[src/rtl/mem_ctrl_pkg.sv]
// Shared types and constants for the main-memory access controller.
package mem_ctrl_pkg;

    localparam int DEFAULT_AW = 12;
    localparam int DEFAULT_DW = 16;

    localparam logic REQ_FETCH = 1'b0;
    localparam logic REQ_DATA  = 1'b1;

    typedef enum logic [1:0] {
        IDLE   = 2'd0,
        STROBE = 2'd1,
        DONE   = 2'd2
    } mem_state_t;

endpackage

[src/rtl/mem_arb_pick.sv]
// Winner select between fetch and data requesters.
// MEM_ARB_RR_EN adds a last-served pointer for round-robin ties; otherwise data beats fetch.
module mem_arb_pick
    import mem_ctrl_pkg::*;
(
`ifdef MEM_ARB_RR_EN
    input  logic clk,
    input  logic reset,
    input  logic grant_en,
`endif
    input  logic f_req,
    input  logic d_req,
    output logic win
);

`ifdef MEM_ARB_RR_EN
    logic last_q;
    logic last_d;

    always_comb begin
        // NOTE: every output gets a default first so no path leaves it unassigned (no latch).
        win    = REQ_DATA;
        if (f_req && d_req) begin
            win = ~last_q;
        end else if (f_req) begin
            win = REQ_FETCH;
        end
        last_d = grant_en ? win : last_q;
    end

    // Reset to "data served last" so the first tie after reset goes to fetch.
    always_ff @(posedge clk) begin
        // NOTE: flops use non-blocking assignments so every register samples pre-edge values.
        if (reset) begin
            last_q <= REQ_DATA;
        end else begin
            last_q <= last_d;
        end
    end
`else
    always_comb begin
        win = (f_req && !d_req) ? REQ_FETCH : REQ_DATA;
    end
`endif

endmodule

[src/rtl/mem_access_ctrl.sv]
// Two-port sequencer for the edge-strobed main memory: one clean strobe edge per access.
// Optional round-robin tie-break via MEM_ARB_RR_EN (default build: data beats fetch).
module mem_access_ctrl
    import mem_ctrl_pkg::*;
#(
    parameter int AW            = DEFAULT_AW,
    parameter int DW            = DEFAULT_DW,
    parameter int STROBE_CYCLES = 1
) (
    input  logic          clk,
    input  logic          reset,
    input  logic          f_req,
    input  logic [AW-1:0] f_addr,
    output logic          f_gnt,
    output logic          f_done,
    output logic [DW-1:0] f_rdata,
    input  logic          d_req,
    input  logic          d_we,
    input  logic [AW-1:0] d_addr,
    input  logic [DW-1:0] d_wdata,
    output logic          d_gnt,
    output logic          d_done,
    output logic [DW-1:0] d_rdata,
    output logic          mem_read,
    output logic          mem_write,
    output logic [AW-1:0] mem_i,
    output logic [DW-1:0] mem_memin,
    input  logic [DW-1:0] mem_memout
);

    mem_state_t    state_q, state_d;
    logic [2:0]    cnt_q, cnt_d;
    logic          owner_q, owner_d;
    logic          we_q, we_d;
    logic [AW-1:0] mem_i_q, mem_i_d;
    logic [DW-1:0] mem_memin_q, mem_memin_d;
    logic [DW-1:0] f_rdata_q, f_rdata_d;
    logic [DW-1:0] d_rdata_q, d_rdata_d;
    logic          f_gnt_q, f_gnt_d, d_gnt_q, d_gnt_d;
    logic          f_done_q, f_done_d, d_done_q, d_done_d;
    logic          mem_read_q, mem_read_d, mem_write_q, mem_write_d;
    logic          win;
    logic          grant_en;

    assign grant_en = (state_q == IDLE) && (f_req || d_req);

    mem_arb_pick u_arb (
`ifdef MEM_ARB_RR_EN
        .clk      (clk),
        .reset    (reset),
        .grant_en (grant_en),
`endif
        .f_req    (f_req),
        .d_req    (d_req),
        .win      (win)
    );

    always_comb begin
        state_d     = state_q;
        cnt_d       = cnt_q;
        owner_d     = owner_q;
        we_d        = we_q;
        mem_i_d     = mem_i_q;
        mem_memin_d = mem_memin_q;
        f_rdata_d   = f_rdata_q;
        d_rdata_d   = d_rdata_q;
        f_gnt_d     = f_gnt_q;
        d_gnt_d     = d_gnt_q;
        f_done_d    = f_done_q;
        d_done_d    = d_done_q;
        mem_read_d  = mem_read_q;
        mem_write_d = mem_write_q;

        case (state_q)
            IDLE: begin
                if (grant_en) begin
                    state_d     = STROBE;
                    cnt_d       = 3'd1;
                    owner_d     = win;
                    we_d        = (win == REQ_DATA) && d_we;
                    mem_i_d     = (win == REQ_DATA) ? d_addr : f_addr;
                    if (we_d) begin
                        mem_memin_d = d_wdata;
                    end
                    f_gnt_d     = (win == REQ_FETCH);
                    d_gnt_d     = (win == REQ_DATA);
                    mem_read_d  = !we_d;
                    mem_write_d = we_d;
                end
            end
            STROBE: begin
                if (cnt_q == 3'(STROBE_CYCLES)) begin
                    state_d     = DONE;
                    mem_read_d  = 1'b0;
                    mem_write_d = 1'b0;
                    f_done_d    = (owner_q == REQ_FETCH);
                    d_done_d    = (owner_q == REQ_DATA);
                    // Memory output settled during the strobe; capture it for reads only.
                    if (!we_q) begin
                        if (owner_q == REQ_DATA) begin
                            d_rdata_d = mem_memout;
                        end else begin
                            f_rdata_d = mem_memout;
                        end
                    end
                end else begin
                    cnt_d = cnt_q + 3'd1;
                end
            end
            DONE: begin
                state_d  = IDLE;
                f_gnt_d  = 1'b0;
                d_gnt_d  = 1'b0;
                f_done_d = 1'b0;
                d_done_d = 1'b0;
            end
            default: begin
                state_d = IDLE;
            end
        endcase
    end

    always_ff @(posedge clk) begin
        if (reset) begin
            state_q     <= IDLE;
            cnt_q       <= 3'd0;
            owner_q     <= REQ_FETCH;
            we_q        <= 1'b0;
            mem_i_q     <= '0;
            mem_memin_q <= '0;
            f_rdata_q   <= '0;
            d_rdata_q   <= '0;
            f_gnt_q     <= 1'b0;
            d_gnt_q     <= 1'b0;
            f_done_q    <= 1'b0;
            d_done_q    <= 1'b0;
            mem_read_q  <= 1'b0;
            mem_write_q <= 1'b0;
        end else begin
            state_q     <= state_d;
            cnt_q       <= cnt_d;
            owner_q     <= owner_d;
            we_q        <= we_d;
            mem_i_q     <= mem_i_d;
            mem_memin_q <= mem_memin_d;
            f_rdata_q   <= f_rdata_d;
            d_rdata_q   <= d_rdata_d;
            f_gnt_q     <= f_gnt_d;
            d_gnt_q     <= d_gnt_d;
            f_done_q    <= f_done_d;
            d_done_q    <= d_done_d;
            mem_read_q  <= mem_read_d;
            mem_write_q <= mem_write_d;
        end
    end

    assign f_gnt     = f_gnt_q;
    assign f_done    = f_done_q;
    assign f_rdata   = f_rdata_q;
    assign d_gnt     = d_gnt_q;
    assign d_done    = d_done_q;
    assign d_rdata   = d_rdata_q;
    assign mem_read  = mem_read_q;
    assign mem_write = mem_write_q;
    assign mem_i     = mem_i_q;
    assign mem_memin = mem_memin_q;

endmodule
[config.mk]
export PLATFORM = sky130hd
export DESIGN_NAME = mem_access_ctrl
export DESIGN_NICKNAME = d
export VERILOG_FILES = /design/src/rtl/mem_ctrl_pkg.sv /design/src/rtl/mem_arb_pick.sv /design/src/rtl/mem_access_ctrl.sv
export SDC_FILE = /design/constraint.sdc
export NUM_CORES = 1
export LEC_CHECK = 0
export CORE_ASPECT_RATIO = 1.4
export CORE_MARGIN = 2
export CORE_UTILIZATION = 43
export DETAILED_ROUTE_END_ITERATION = 7
export PLACE_DENSITY = 0.77
export SLEW_MARGIN = 20
export SYNTH_ARGS = -nofsm -noshare
export SYNTH_HDL_FRONTEND = slang
export SYNTH_SLANG_ARGS = --single-unit
[constraint.sdc]
create_clock -name clk -period 1.9 [get_ports clk]
set_clock_uncertainty 0.2 [all_clocks]
set_input_delay 0.475 -clock clk [delete_from_list [all_inputs] [get_ports clk]]
set_output_delay 0.475 -clock clk [all_outputs]
set_load 0.05 [all_outputs]
==> parameters.txt <==
Parameter                              Value

Run status
  Run status    finished clean

Floorplanning
  Full die area    ~8000 µm²
  Number of top-level pins    127
  Std-Cell Core Area    just under 7000 µm²
  DIE HEIGHT    ~100 µm
  Cell Rows    36
  Initial core utilization    about 44%
  Die X-Extent    75.4 µm

Detailed routing
  Detailed-routing wirelength on met1    3.13 mm
  Iteration-0 DRC count of the detailed router    80
  Number of vias per cell    4.97
  Top routing layer in use    met4
  Vias after detailed routing    roughly 2.7k
  Length of the first detailed-routing pass in iterations    4
  Routed wirelength normalized by instance count    between 10 and 15 µm
  Sum of met2 wire segment lengths after detailed routing    3.89 mm
  Total length of routed wires    7.79 mm
  Number of nets with antenna violations after detailed routing    0
  Residual DRC    0
  Met3 layer wire length in the routed design    590 µm

Synthesis
  Post-synth top flop    dfxtp_1
  Most frequently used cell type in the post-synthesis netlist    dfxtp_1
  Syn Nets    385
  Share of flip-flops with an asynchronous set or reset after synthesis    0%
  Seq cells post-synth    73
  Instance count of the mapped netlist    322
  Sequential fraction of the synthesis area    47.6%
  Post-synth top area cell    dfxtp_1
  Count of flip-flops with a built-in enable after synthesis    0
  Most instantiated cells after synthesis    73 x dfxtp_1, 53 x nand2b_1, 44 x mux2i_1, 34 x nand2_1, 33 x a21oi_1
  Share of cell area taken by muxes after synthesis    14.3%
  Simple logic cell fraction of the synthesized area    a little over 20%
  Synth Area in Compound Gates    between 10% and 20%
  Area share of xor/xnor cells in the synthesized design    0%
  Yosys Warn Count    0
  Distinct cell type count after synthesis    34
  Main combinational cell family by area after synthesis    simple AND/OR/NAND/NOR gates
  Post-Synthesis Mean Instance Area    about 9.5 µm²
  Cell types with the largest area share after synthesis    dfxtp_1 48%, mux2i_1 14%, nand2b_1 11%
  Adder-Cell Fraction of Synth Area    less than 1%
  Synthesized cell area    around 3100 µm²
  Fraction of post-synthesis cell area in the top cell type by area    a little under half

Clock network
  Reg clk slew, reported paths    about 0.080 ns
  CTS Sinks    73
  Insertion delay to the later sink of the worst-skew pair    around 0.35 ns
  Clock H-tree levels    3
  Root buffer selected by CTS    clkbuf_8
  Number of buffers created by CTS    9
  CTS max path bufs    2
  TritonCTS clock tree    yes

STA
  Slew margin rel.    71.9%
  Hold violation total from the final report    0
  Highest attainable clock frequency    563 MHz
  Portion of the clock cycle consumed by the worst path in the final layout    about 93%
  Final setup fails    0
  Worst slack on hold paths    between 0.2 and 0.3 ns
  Slew at the pin closest to its max-slew limit    between 0.4 and 0.5 ns
  Unrepaired setup endpoints after global routing    no
  Sum Neg Setup Slack    0 ns
  Post-route worst setup slack    around 0.12 ns
  Slew Limit Fails    0
  Clock period minus final worst setup slack    1.78 ns

GRT
  Grt total ovfl    0
  Initial antenna violation count    0
  Tot GR Track Use    slightly above 20%
  Global-route wire length before repair    12.5 mm
  Pin count of the biggest net entering global routing    33
  Via count of the first global-routing pass    approximately 2.7k

Worst setup path
  Crit. End Element    register
  Gate family responsible for the most delay along the worst path    buffers and inverters
  Origin of the critical flop-to-flop path    cnt_q[0]
  Maximum fanout count along the critical path    14
  Source of the critical timing path    d_req
  Critical path class    in -> reg
  WP data required    ~1.9 ns
  Critical Path Source Type    primary input
  Sum of buffers and inverters on the critical path    1
  Worst stage delay on the critical path    0.57 ns
  Data arrival, critical path    between 1.5 and 2 ns
  Cell Chain, Critical Path    clkdlybuf4s50_1, or2_4, nor2_1, a2111oi_0
  Crit-path slowest cell    clkdlybuf4s50_1

Finish
  Fraction of layout instances using a drive strength above 1    a little under a quarter
  Net total in the final layout    between 500 and 600
  Utilization of the core after routing    between 70% and 80%
  ANT cells    0
  Area growth syn-to-layout    63.0%
  # fillers    541

Hold path
  Worst Hold Class    reg -> reg
  Origin of the worst min-delay path    mem_memin[8]

Placement
  IO Port Bufs    126
  Worst setup slack after placement    -0.236 ns
  HPWL after DPL    about 5.9 mm
  Last weighted congestion value of the routability-driven placer    around 0.73

Job
  Maximum Capacitance Violations    0

Power and ir drop
  Cell Pwr Density    between 800 and 900 nW/µm²
  Peak supply drop    417 µV
  Leakage power of the design    a little over 2 nW
## cell type report
cell class,count,area (µm²),share of cell area (%)
Inverter,3,11.3,0.225
Clock buffer,11,141,2.83
Sequential cell,73,1460,29.2
Tap cell,95,119,2.38
Multi-Input combinational cell,220,1490,29.7
Timing Repair Buffer,146,1730,34.6
Clock inverter,5,55.1,1.10
## per-layer routing
layer | GRT usage, % | vias to the layer above
met1 | 22.9 | 1264
li1 | - | 1371
met5 | 0 | -
met4 | 9.52 | 0
met3 | 6.69 | 14
met2 | 34.3 | 98
## where the power goes
part / total, mW / internal (mW) / switching [mW] / leakage (nW)
Sequential: 1.72 / 1.63 / 0.0884 / 0.595
Clock: 1.21 / 0.638 / 0.572 / 0.0953
Combinational: 1.10 / 0.534 / 0.568 / 1.37
Total: 4.03 / 2.80 / 1.23 / 2.06
## final timing paths
path,to,slack [ns],cells after the start
worst max-delay path,state_q[0],0.12,4
worst min-delay path,mem_memin[8],0.26,2
worst max register to register,f_rdata[4],0.14,5
worst min register to register,mem_memin[8],0.26,2
## kinds of logic (layout without fill, tap and decap cells)
family	count (synthesis)	after routing
muxes	44	44
AOI/OAI and AO/OA	61	61
buffers and inverters	29	165
and+or+nand+nor	113	113
DFF	73	73
adders and majority gates	2	2
## sequential cells by signal, indices dropped and copies added, names as in the netlist
signal     count
cnt_q          3
d_done         1
d_gnt          1
d_rdata       16
f_done         1
f_gnt          1
f_rdata       16
mem_i         12
mem_memin     16
mem_read       1
mem_write      1
owner_q        1
state_q        2
we_q           1
## layout by cell type, fill, tap and decap left out, types with 10 or more instances in the layout
master / netlist / layout
dfxtp_1: 73 / 73
clkdlybuf4s50_1: 0 / 59
nand2b_1: 53 / 53
buf_4: 2 / 47
mux2i_1: 44 / 44
buf_12: 0 / 39
nand2_1: 34 / 34
a21oi_1: 33 / 33
a211oi_1: 12 / 12
clkbuf_8: 0 / 10
## worst register-to-register path, delay by kind of cell (launching register included)
| kind | cells | cell delay (ns) |
|---|---|---|
| fa+ha+maj | 1 | 0.26 |
| buf+inv | 1 | 0.18 |
| mux | 1 | 0.12 |
| flops | 1 | 0.39 |
| simple gates | 2 | 0.51 |
## metrics by stage
step                      power [mW]  cells  instance area [µm²]
after floorplan                 2.31    322                 3070
after global placement          2.84    537                 4810
after detailed placement        2.86    537                 4810
after CTS                       4.06    553                 5000
after global routing            4.20    553                 5000
final                           4.03    553                 5000
## repair_timing
item / in CTS / in global routing
endpoints found under the hold margin: 0 / 0
buffers inserted: 0 / 0
resized for setup: 0 / 1
endpoints found under the setup margin: 0 / 1
hold buffers: 0 / 0
Power figures use the tool's default switching activity.
